--- src/rtl/ram_port_arbiter.sv ---
// Arbiter for the single shared RAM port: round-robin between two cores, data over fetch,
// with a starvation guard for fetches and a timeout on every held grant.
module ram_port_arbiter #(
  parameter int MAXWAIT = 4,
  parameter int TIMEOUT = 64
) (
  input  logic       CLK,
  input  logic       nRST,
  input  logic [1:0] dreq,
  input  logic [1:0] dwr,
  input  logic [1:0] ireq,
  input  logic [1:0] ramstate,
  output logic       gnt_valid,
  output logic       gnt_core,
  output logic       gnt_isdata,
  output logic       gnt_wen,
  output logic       done,
  output logic       err
);

  typedef enum logic [1:0] {FREE, BUSY, ACCESS, ERROR} ramstate_t;
  typedef enum logic {IDLE, GRANT} state_t;

  localparam logic [3:0] SMAX  = 4'(MAXWAIT);
  localparam logic [7:0] TLAST = 8'(TIMEOUT - 1);

  state_t     state, state_n;
  ramstate_t  rs;
  logic       core_n, isd_n;
  logic       rr_d, rr_i, rrd_n, rri_n;
  logic [3:0] scnt, scnt_n;
  logic [7:0] tcnt, tcnt_n;
  logic       err_n;
  logic       any_d, any_i, starve, sel_d, sel_i, reqline;

  // Both cores asking: follow the class pointer; otherwise the single requester wins.
  function automatic logic pick(input logic [1:0] r, input logic ptr);
    return (r == 2'b11) ? ptr : r[1];
  endfunction

  assign rs      = ramstate_t'(ramstate);
  assign any_d   = |dreq;
  assign any_i   = |ireq;
  assign starve  = (scnt == SMAX) && any_i;
  assign sel_d   = pick(dreq, rr_d);
  assign sel_i   = pick(ireq, rr_i);
  assign reqline = gnt_isdata ? dreq[gnt_core] : ireq[gnt_core];

  assign gnt_valid = (state == GRANT);
  assign gnt_wen   = gnt_valid & gnt_isdata & dwr[gnt_core];

  always_ff @(posedge CLK or negedge nRST) begin
    if (!nRST) begin
      state      <= IDLE;
      gnt_core   <= 1'b0;
      gnt_isdata <= 1'b0;
      rr_d       <= 1'b0;
      rr_i       <= 1'b0;
      scnt       <= '0;
      tcnt       <= '0;
      err        <= 1'b0;
    end else begin
      state      <= state_n;
      gnt_core   <= core_n;
      gnt_isdata <= isd_n;
      rr_d       <= rrd_n;
      rr_i       <= rri_n;
      scnt       <= scnt_n;
      tcnt       <= tcnt_n;
      err        <= err_n;
    end
  end

  always_comb begin
    state_n = state;
    core_n  = gnt_core;
    isd_n   = gnt_isdata;
    rrd_n   = rr_d;
    rri_n   = rr_i;
    scnt_n  = scnt;
    tcnt_n  = tcnt;
    err_n   = 1'b0;
    done    = 1'b0;
    case (state)
      IDLE: begin
        if (starve || (!any_d && any_i)) begin
          core_n  = sel_i;
          isd_n   = 1'b0;
          rri_n   = ~sel_i;
          scnt_n  = '0;
          tcnt_n  = '0;
          state_n = GRANT;
        end else if (any_d) begin
          core_n  = sel_d;
          isd_n   = 1'b1;
          rrd_n   = ~sel_d;
          if (any_i && (scnt != SMAX))
            scnt_n = scnt + 4'd1;
          tcnt_n  = '0;
          state_n = GRANT;
        end
      end
      GRANT: begin
        // A withdrawn request is an abort: neither done nor err is reported.
        if (!reqline) begin
          state_n = IDLE;
        end else if (rs == ERROR) begin
          err_n   = 1'b1;
          state_n = IDLE;
        end else if (rs == ACCESS) begin
          done    = 1'b1;
          state_n = IDLE;
        end else if (tcnt == TLAST) begin
          err_n   = 1'b1;
          state_n = IDLE;
        end else begin
          tcnt_n = tcnt + 8'd1;
        end
      end
      default: state_n = IDLE;
    endcase
  end

endmodule

--- config.mk ---
export PLATFORM = sky130hd
export DESIGN_NAME = ram_port_arbiter
export DESIGN_NICKNAME = d
export VERILOG_FILES = /design/src/rtl/ram_port_arbiter.sv
export SDC_FILE = /design/constraint.sdc
export NUM_CORES = 1
export LEC_CHECK = 0
export BUFFER_PORTS_ARGS = -buffer_cell sky130_fd_sc_hd__buf_2
export CAP_MARGIN = 20
export CORE_MARGIN = 3
export CORE_UTILIZATION = 62
export CTS_BUF_LIST = sky130_fd_sc_hd__clkbuf_8
export CTS_CLUSTER_DIAMETER = 30
export CTS_CLUSTER_SIZE = 28
export DETAILED_ROUTE_END_ITERATION = 8
export PLACE_DENSITY = 0.86
export SYNTH_ARGS = -nofsm -noshare
export SYNTH_HDL_FRONTEND = slang
export SYNTH_SLANG_ARGS = --single-unit
--- constraint.sdc ---
create_clock -name CLK -period 3.72 [get_ports CLK]
set_clock_uncertainty 0.15 [all_clocks]
set_input_delay 0.744 -clock CLK [delete_from_list [all_inputs] [get_ports CLK]]
set_output_delay 0.744 -clock CLK [all_outputs]
set_load 0.05 [all_outputs]
==> results.ini, run 1 <==
[run_status]
status=finished, final reports clean

[placed_design]
gp_congestion=0.861
placed_cells=140
port-buffer-count=15
place_hpwl_mm=1.65

[timing]
fmax_mhz=386
finalHoldViolations=0
max_slew_margin_pct=73.1
finalCritPeriodShare_pct=69.6
setup_tns_ps=0
min_period_ps=2590
slew_viol_final=0
grt_setup_unrepaired=no
setup_violations=0
tightest_slew_ps=402

[critical_path]
cp_slowest_stage_delay_ps=520
start_kind=flop
r2r_cells=5
worstReg2RegStart=tcnt[0]$_DFFE_PN0P_
r2r-end=tcnt[3]$_DFFE_PN0P_
cp_data_required_time_ps=2830
cp_cell_sequence=nand2_1, o22a_2, nor3b_1, buf_2
cp_max_fo=10
crit_start=gnt_valid$_DFF_PN0_
arrival_ps=1690
rrSetupSlack_ps=1820
criticalPathCategory=reg -> out
cp-end-kind=output pin
cp_slowest_cell=dfrtp_1

[synth]
synthFlopType=dfrtp_1
synth_area_per_cell_um2=9.55
yosysWarnings=0
ys_ff_latch=18
synth.top_cell.area_share_pct=42.9
netlist_top_cells_area=dfrtp_1, o21ai_0, nand2_1, mux2i_1, ha_1
synth_area_leader_cell=dfrtp_1
synth_cells=110
synth_fp_nets=123
synth.yosys.seq_area_share_pct=42.9
ys_types=37
synthArstFlopShare_pct=100
synth_edf_count=0
synth_common_cells=dfrtp_1, nand2_1, o21ai_0
synth.most_common_cell=dfrtp_1
syn_area_um2=1050

[clocking]
cts_resized=0
clk_pin_slew_ps=70
cts_tree=built
cts.htree.levels=1
ctsLongestPathBuffers=2
ctsHoldBuffers=0
post-cts-setup-buffer-count=0
clock-sinks=18
cts_made_buffers=3
cts_root_buffer=clkbuf_8
clock_latency_ps=250

[global_routing]
grt_pass1_vias=805
grt_usage_pct=22.3
antenna_found_initial=0
grt_max_degree=19
overflow=0
grt_pass1_wl_mm=3.47

[final_layout]
syn2layout_area_growth_pct=12.5
n_fill_cell=113
drive_above_1_share_pct=21.3
final_nets=142
n_antenna_cell=0
final_cells=143

[floorplanning]
initial_utilization_pct=67.4
core-area_um2=1560
die_x_um=47.2
die_h_um=47.2
pin_count=16
die_area_um2=2230
fp-row-count=14

[pwr]
ir_drop_mv=0.418
p_leak_uw=0.000542
p_per_area_nw_per_um2=722

[detailed_routing]
routedWlPerCell_um=14.8
drtAntennaViolNets=0
route.detailed.drc=0
wl_mm=2.12
vias=911
drt-vias-per-instance=6.37
dr.pass1.iters=4
drt-initial-drc-count=36

[min_path]
hold_path.class=in -> async

[job]
maxCapViolCount=0

[cell type report]
cell class                      count  area (um2)  area share [%]
Timing Repair Buffer               15        75.1            6.35
Tap cell                           16        20.0            1.69
Inverter                            8        30.0            2.54
Sequential cell                    18         450            38.1
Multi-Input combinational cell     83         566            47.8
Clock buffer                        3        41.3            3.49
[registers in the layout, summed over array words and instances (netlist names)]
register / flops
gnt_isdata: 1
gnt_valid: 1
gnt_core: 1
err: 1
rr_d: 1
rr_i: 1
scnt: 4
tcnt: 8
[per-layer routing]
metal	up-vias	track usage, %	wire [um]
met5	-	0	0
met4	0	10.5	32
met3	2	4.98	130
met2	33	34.4	977
met1	434	29.7	974
li1	442	-	-
[metrics by stage]
| step | instance area, um2 | setup WS [ps] | total power (uW) | hold slack [ps] | util [%] |
|---|---|---|---|---|---|
| 2_1_floorplan | 1050 | 441 | 626 | 298 | - |
| 3_3_place_gp | 1140 | 1170 | 708 | 321 | 73.2 |
| 3_5_place_dp | 1140 | 1140 | 722 | 334 | 73.2 |
| 4_1_cts | 1180 | 1120 | 858 | 268 | 75.8 |
| 5_1_grt | 1180 | 1050 | 920 | 274 | 75.8 |
| 6_report | 1180 | 1130 | 854 | 255 | 75.8 |
[worst max-delay path, delay by kind of cell, from the launching register on]
family                 cells  cell delay, ps
flip-flops                 1             520
AND/OR/NAND/NOR            2             350
buffers and inverters      1             290
AO/OA/AOI/OAI              1             270
[cells in the final DEF (no fill, tap or decap)]
cell type,Yosys,final
a21boi_2,1,1
a21o_1,2,2
a21oi_1,2,2
a221o_1,2,2
a31o_2,1,1
a31oi_1,1,1
a31oi_4,1,1
a41oi_1,1,1
and3_1,2,2
and4_2,1,1
and4_4,1,1
buf_2,1,15
clkbuf_8,0,3
dfrtp_1,18,18
ha_1,3,3
inv_1,8,8
mux2_2,1,1
mux2i_1,4,4
nand2_1,11,11
nand2b_1,3,3
nand3_1,7,7
nand3b_1,1,1
nor2_1,8,8
nor2b_1,1,1
nor3_1,3,3
nor3b_1,1,1
nor4_1,1,1
o211ai_1,3,3
o21a_1,1,1
o21ai_0,11,11
o22a_1,1,1
o22a_2,1,1
o22ai_2,1,1
o2bb2ai_1,2,2
o31ai_1,1,1
o41ai_2,1,1
or4_1,1,1
xnor2_1,1,1
[kinds of logic (layout without fill, tap and decap cells)]
group,count (synthesis),count (layout),synth area share [%]
DFF,18,18,42.9
AOI/OAI and AO/OA,33,33,24.6
muxes,5,5,4.88
xor gates and xnor gates,1,1,0.833
buffers and inverters,9,26,3.33
and+or+nand+nor,41,41,19.9
adders and majority gates,3,3,3.57
[worst max-delay path by stage]
stage	endpoint	slack, ps
after global routing	done	1050
final	done	1130
after floorplan	done	440
after global placement	done	1170
after CTS	done	1120
after detailed placement	done	1140
[report_power, final]
group          internal, uW  total [uW]  switching [uW]
Sequential              262         337            75.3
Combinational           130         382             252
Clock                  72.0         135            63.0
No activity file was read; power rests on OpenSTA's default activity.
==> run 2, diff against run 1 <==
--- a/config.mk
+++ b/config.mk
@@ -8,12 +8,12 @@
 export BUFFER_PORTS_ARGS = -buffer_cell sky130_fd_sc_hd__buf_2
 export CAP_MARGIN = 20
 export CORE_MARGIN = 3
-export CORE_UTILIZATION = 62
+export CORE_UTILIZATION = 58
 export CTS_BUF_LIST = sky130_fd_sc_hd__clkbuf_8
 export CTS_CLUSTER_DIAMETER = 30
 export CTS_CLUSTER_SIZE = 28
 export DETAILED_ROUTE_END_ITERATION = 8
-export PLACE_DENSITY = 0.86
+export PLACE_DENSITY = 0.81
 export SYNTH_ARGS = -nofsm -noshare
 export SYNTH_HDL_FRONTEND = slang
 export SYNTH_SLANG_ARGS = --single-unit
==> constraint.sdc (replaced) <==
create_clock -name CLK -period 2.6 [get_ports CLK]
set_clock_uncertainty 0.15 [all_clocks]
set_input_delay 0.52 -clock CLK [delete_from_list [all_inputs] [get_ports CLK]]
set_output_delay 0.52 -clock CLK [all_outputs]
set_load 0.05 [all_outputs]
==> results.ini, run 2 (same netlist as run 1, synthesis figures left out) <==
[final_layout]
final_cells=152
n_antenna_cell=0
final_common_cell=dfrtp_1
final_nets=142
drive_above_1_share_pct=22.7
final_cell_mix=dfrtp_1, buf_2, nand2_1, o21ai_0
largest-register=tcnt
largest_reg_flops=8
reg.largest.list=tcnt x8, scnt x4
syn2layout_area_growth_pct=15.2

[critical_path]
cp-end-kind=output pin
cp_data_required_time_ps=1930
start_kind=flop
cp_max_fo=10
cp_cell_sequence=nand2_1, o22a_2, nor3b_2, buf_2
cp_slowest_cell=dfrtp_1
cpLargestDelayFamily=flip-flops
rrSetupSlack_ps=690
criticalPathCategory=reg -> out
crit_buf_inv=1
arrival_ps=1670
cp_slowest_stage_delay_ps=540

[clocking]
cts_tree=built
ctsHoldBuffers=0
clock_latency_ps=250
clk_pin_slew_ps=70
post-cts-setup-buffer-count=0
cts_resized=0
cts_made_buffers=3
cts_root_buffer=clkbuf_8
ctsLongestPathBuffers=2
cts.htree.levels=1
clock-sinks=18

[global_routing]
grt_pass1_vias=877
grt_pass1_wl_mm=3.91
overflow=0
grt_use_met2_pct=31.7
globalRouteMet1Util_pct=29.7
grt_busiest_layer=met2
grt_max_degree=19
antenna_found_initial=0
grt_util_met3_pct=3.99
grt_usage_pct=20.7

[pwr]
intPower_uw=696
ir_drop_mv=0.660
sequentialPowerShare_pct=38.6
power_frac_comb_pct=43.4
p_per_area_nw_per_um2=1040
power_frac_clock_pct=18.0
p_leak_uw=0.000551
p_sw_uw=566
netSwitchingFraction_pct=44.8

[detailed_routing]
drt-vias-per-instance=6.02
routedWlPerCell_um=14.2
dr.pass1.iters=4
drt-initial-drc-count=29
wl_mm=2.16
vias=915
drtAntennaViolNets=0
route.detailed.drc=0

[placed_design]
place_hpwl_mm=1.61
placed_cells=148
port-buffer-count=15
gp_congestion=0.892

[timing]
grt_setup_unrepaired=no
setup_violations=0
tightest_slew_ps=401
finalHoldViolations=0
max_slew_margin_pct=73.2
slew_viol_final=0
finalCritPeriodShare_pct=90.0
min_period_ps=2340
fmax_mhz=427
setup_tns_ps=0

[floorplanning]
pin_count=16
die_h_um=48.6
core-area_um2=1610
die_area_um2=2360
die_x_um=48.6
fp-row-count=14
initial_utilization_pct=65.2

[job]
maxCapViolCount=0

[run_status]
status=finished, final reports clean

[min_path]
hold_path.class=in -> async

==> run 2: changes by cell type in the layout (fill, tap and decap cells not counted), sizes merged <==
| cell | delta |
|---|---|
| clkbuf | +1 |
==> run 2: path summary, 6_finish.rpt <==
check                                    start                   to  depth (start not counted)
min reg2reg                   rr_d$_DFFE_PN0P_     rr_d$_DFFE_PN0P_                          1
min                                       nRST        err$_DFF_PN0_                          1
min in group CLK              rr_d$_DFFE_PN0P_     rr_d$_DFFE_PN0P_                          1
max reg2reg                tcnt[0]$_DFFE_PN0P_  tcnt[3]$_DFFE_PN0P_                          5
max                        gnt_valid$_DFF_PN0_                 done                          4
max in group asynchronous                 nRST  tcnt[0]$_DFFE_PN0P_                          1
==> run 2: layout make-up <==
class | count | area, um2
repair buffers | 15 | 75.1
inverters | 8 | 30.0
flip-flops and latches | 18 | 450
fillers | 123 | 400
multi-input cells | 83 | 571
clock buffers | 4 | 55.1
well taps | 24 | 30.0
==> run 2: per-stage QoR <==
step / utilization, % / setup WS (ps) / power, uW / instance area, um2 / hold slack [ps]
floorplan: - / 35.8 / 898 / 1060 / 74.4
global placement: 71.7 / 528 / 1020 / 1160 / 320
detailed placement: 71.7 / 494 / 1030 / 1160 / 321
CTS: 75.2 / 262 / 1270 / 1210 / 48.1
global route: 75.2 / 134 / 1370 / 1210 / 56.4
finish: 75.2 / 260 / 1260 / 1210 / 33.5
==> run 2: layer usage <==
metal,part of all wire [%],up-vias
li1,-,444
met1,47,429
met2,46,40
met3,6.7,2
met4,0.60,0
met5,0,-
==> run 2: power groups by stage <==
stage          sequential (uW)  combinational, uW  clock (uW)
6_report                   488                548         227
3_3_place_gp               481                536           0
3_5_place_dp               488                547           0
4_1_cts                    485                549         231
5_1_grt                    505                614         247
2_1_floorplan              543                355           0
==> run 3, diff against run 2 <==
--- a/config.mk
+++ b/config.mk
@@ -8,12 +8,13 @@
 export BUFFER_PORTS_ARGS = -buffer_cell sky130_fd_sc_hd__buf_2
 export CAP_MARGIN = 20
 export CORE_MARGIN = 3
-export CORE_UTILIZATION = 58
-export CTS_BUF_LIST = sky130_fd_sc_hd__clkbuf_8
+export CORE_UTILIZATION = 55
+export CTS_BUF_LIST = sky130_fd_sc_hd__clkbuf_16
 export CTS_CLUSTER_DIAMETER = 30
 export CTS_CLUSTER_SIZE = 28
 export DETAILED_ROUTE_END_ITERATION = 8
-export PLACE_DENSITY = 0.81
+export PLACE_DENSITY = 0.78
 export SYNTH_ARGS = -nofsm -noshare
 export SYNTH_HDL_FRONTEND = slang
 export SYNTH_SLANG_ARGS = --single-unit
+export TNS_END_PERCENT = 10
==> results.ini, run 3 (same netlist as run 1, synthesis figures left out) <==
[timing]
slew_viol_final=0
finalHoldViolations=0
tightest_slew_ps=456
fmax_mhz=449
min_period_ps=2230
finalCritPeriodShare_pct=85.7
setup_violations=0
fin_ws_ps=373
grt_setup_unrepaired=no
setup_tns_ps=0
max_slew_margin_pct=69.5

[clocking]
cts_tree=built
clk_pin_slew_ps=50
cts_made_buffers=3
ctsLongestPathBuffers=2
clock-sinks=18
cts_resized=0
clock_latency_ps=250
ctsHoldBuffers=0
post-cts-setup-buffer-count=0
cts_root_buffer=clkbuf_16
cts.htree.levels=1

[critical_path]
start_kind=flop
cp_max_fo=5
cp_data_required_time_ps=1930
arrival_ps=1560
cp_slowest_stage_delay_ps=440
criticalPathCategory=reg -> out
cp_cell_sequence=mux2i_1, o22a_2, nor3b_2, buf_2
cp-end-kind=output pin
cp_slowest_cell=dfrtp_1

[floorplanning]
die_x_um=49.7
core-area_um2=1760
die_h_um=49.7
initial_utilization_pct=59.6
die_area_um2=2470
pin_count=16
fp-row-count=15

[min_path]
hold_path.class=in -> async

[detailed_routing]
drt-initial-drc-count=43
routedWlPerCell_um=14.4
dr.pass1.iters=4
drt-vias-per-instance=5.93
drtAntennaViolNets=0
route.detailed.drc=0
vias=908
wl_mm=2.21

[global_routing]
grt_pass1_wl_mm=4.00
grt_max_degree=19
grt_usage_pct=21.0
grt_util_met3_pct=3.93
overflow=0
grt_pass1_vias=876
grt_use_met2_pct=31.5
globalRouteMet1Util_pct=29.9
grt_busiest_layer=met2
antenna_found_initial=0

[final_layout]
reg.largest.list=tcnt x8, scnt x4
largest_reg_flops=8
final_common_cell=dfrtp_1
n_fill_cell=158
drive_above_1_share_pct=22.7
n_antenna_cell=0
final_cell_mix=dfrtp_1, buf_2, nand2_1, o21ai_0
final_nets=143
largest-register=tcnt
syn2layout_area_growth_pct=18.0

[placed_design]
gp_congestion=0.843
place_ws_ps=508
place_hpwl_mm=1.57
port-buffer-count=15

[pwr]
p_per_area_nw_per_um2=1090
power_uw=1350
ir_drop_mv=0.642
p_leak_uw=0.000564

[job]
maxCapViolCount=0

[run_status]
status=finished, final reports clean

run 3: report_power, final:
group | internal [uW] | switching (uW)
logic | 199 | 381
registers | 375 | 94.6
clock network | 202 | 102
total | 776 | 577
run 3: final timing paths:
path | start | end | slack [ps] | cells past startpoint
worst max-delay path | gnt_core$_DFFE_PN0P_ | done | 370 | 4
worst min-delay path | nRST | tcnt[6]$_DFFE_PN0P_ | 50 | 1
worst max register to register | tcnt[0]$_DFFE_PN0P_ | tcnt[3]$_DFFE_PN0P_ | 670 | 5
worst min register to register | rr_d$_DFFE_PN0P_ | rr_d$_DFFE_PN0P_ | 340 | 1
max in group asynchronous | nRST | rr_d$_DFFE_PN0P_ | 1950 | 1
min in group CLK | rr_d$_DFFE_PN0P_ | rr_d$_DFFE_PN0P_ | 340 | 1
run 3: layout make-up:
type / count / area (um2) / area share, %
sequential: 18 / 450 / 36.3
timing repair buffer: 16 / 82.6 / 6.66
clock buffer: 3 / 75.1 / 6.05
multi-input combinational: 83 / 571 / 46.0
tap: 25 / 31.3 / 2.52
inverter: 8 / 30.0 / 2.42
run 3: routing by layer:
metal  vias up  share of wire [%]
met4         0               0.77
li1        452                  -
met5         -                  0
met3         2                5.3
met1       426                 50
met2        28                 44
run 3: critical path: cells and delay by family (launching register included):
| kind | cells | cell delay, ps |
|---|---|---|
| buffers and inverters | 1 | 280 |
| AO/OA/AOI/OAI | 1 | 280 |
| multiplexers | 1 | 170 |
| AND/OR/NAND/NOR | 1 | 150 |
| flip-flops | 1 | 440 |
run 3: through the flow:
stage	cell area (um2)	hold slack [ps]	util, %	instances
6_report	1240	48.8	70.3	153
5_1_grt	1240	79.7	70.3	153
4_1_cts	1240	59.8	70.3	153
3_5_place_dp	1160	324	66.0	150
3_3_place_gp	1160	321	66.0	150
2_1_floorplan	1060	74.4	-	110
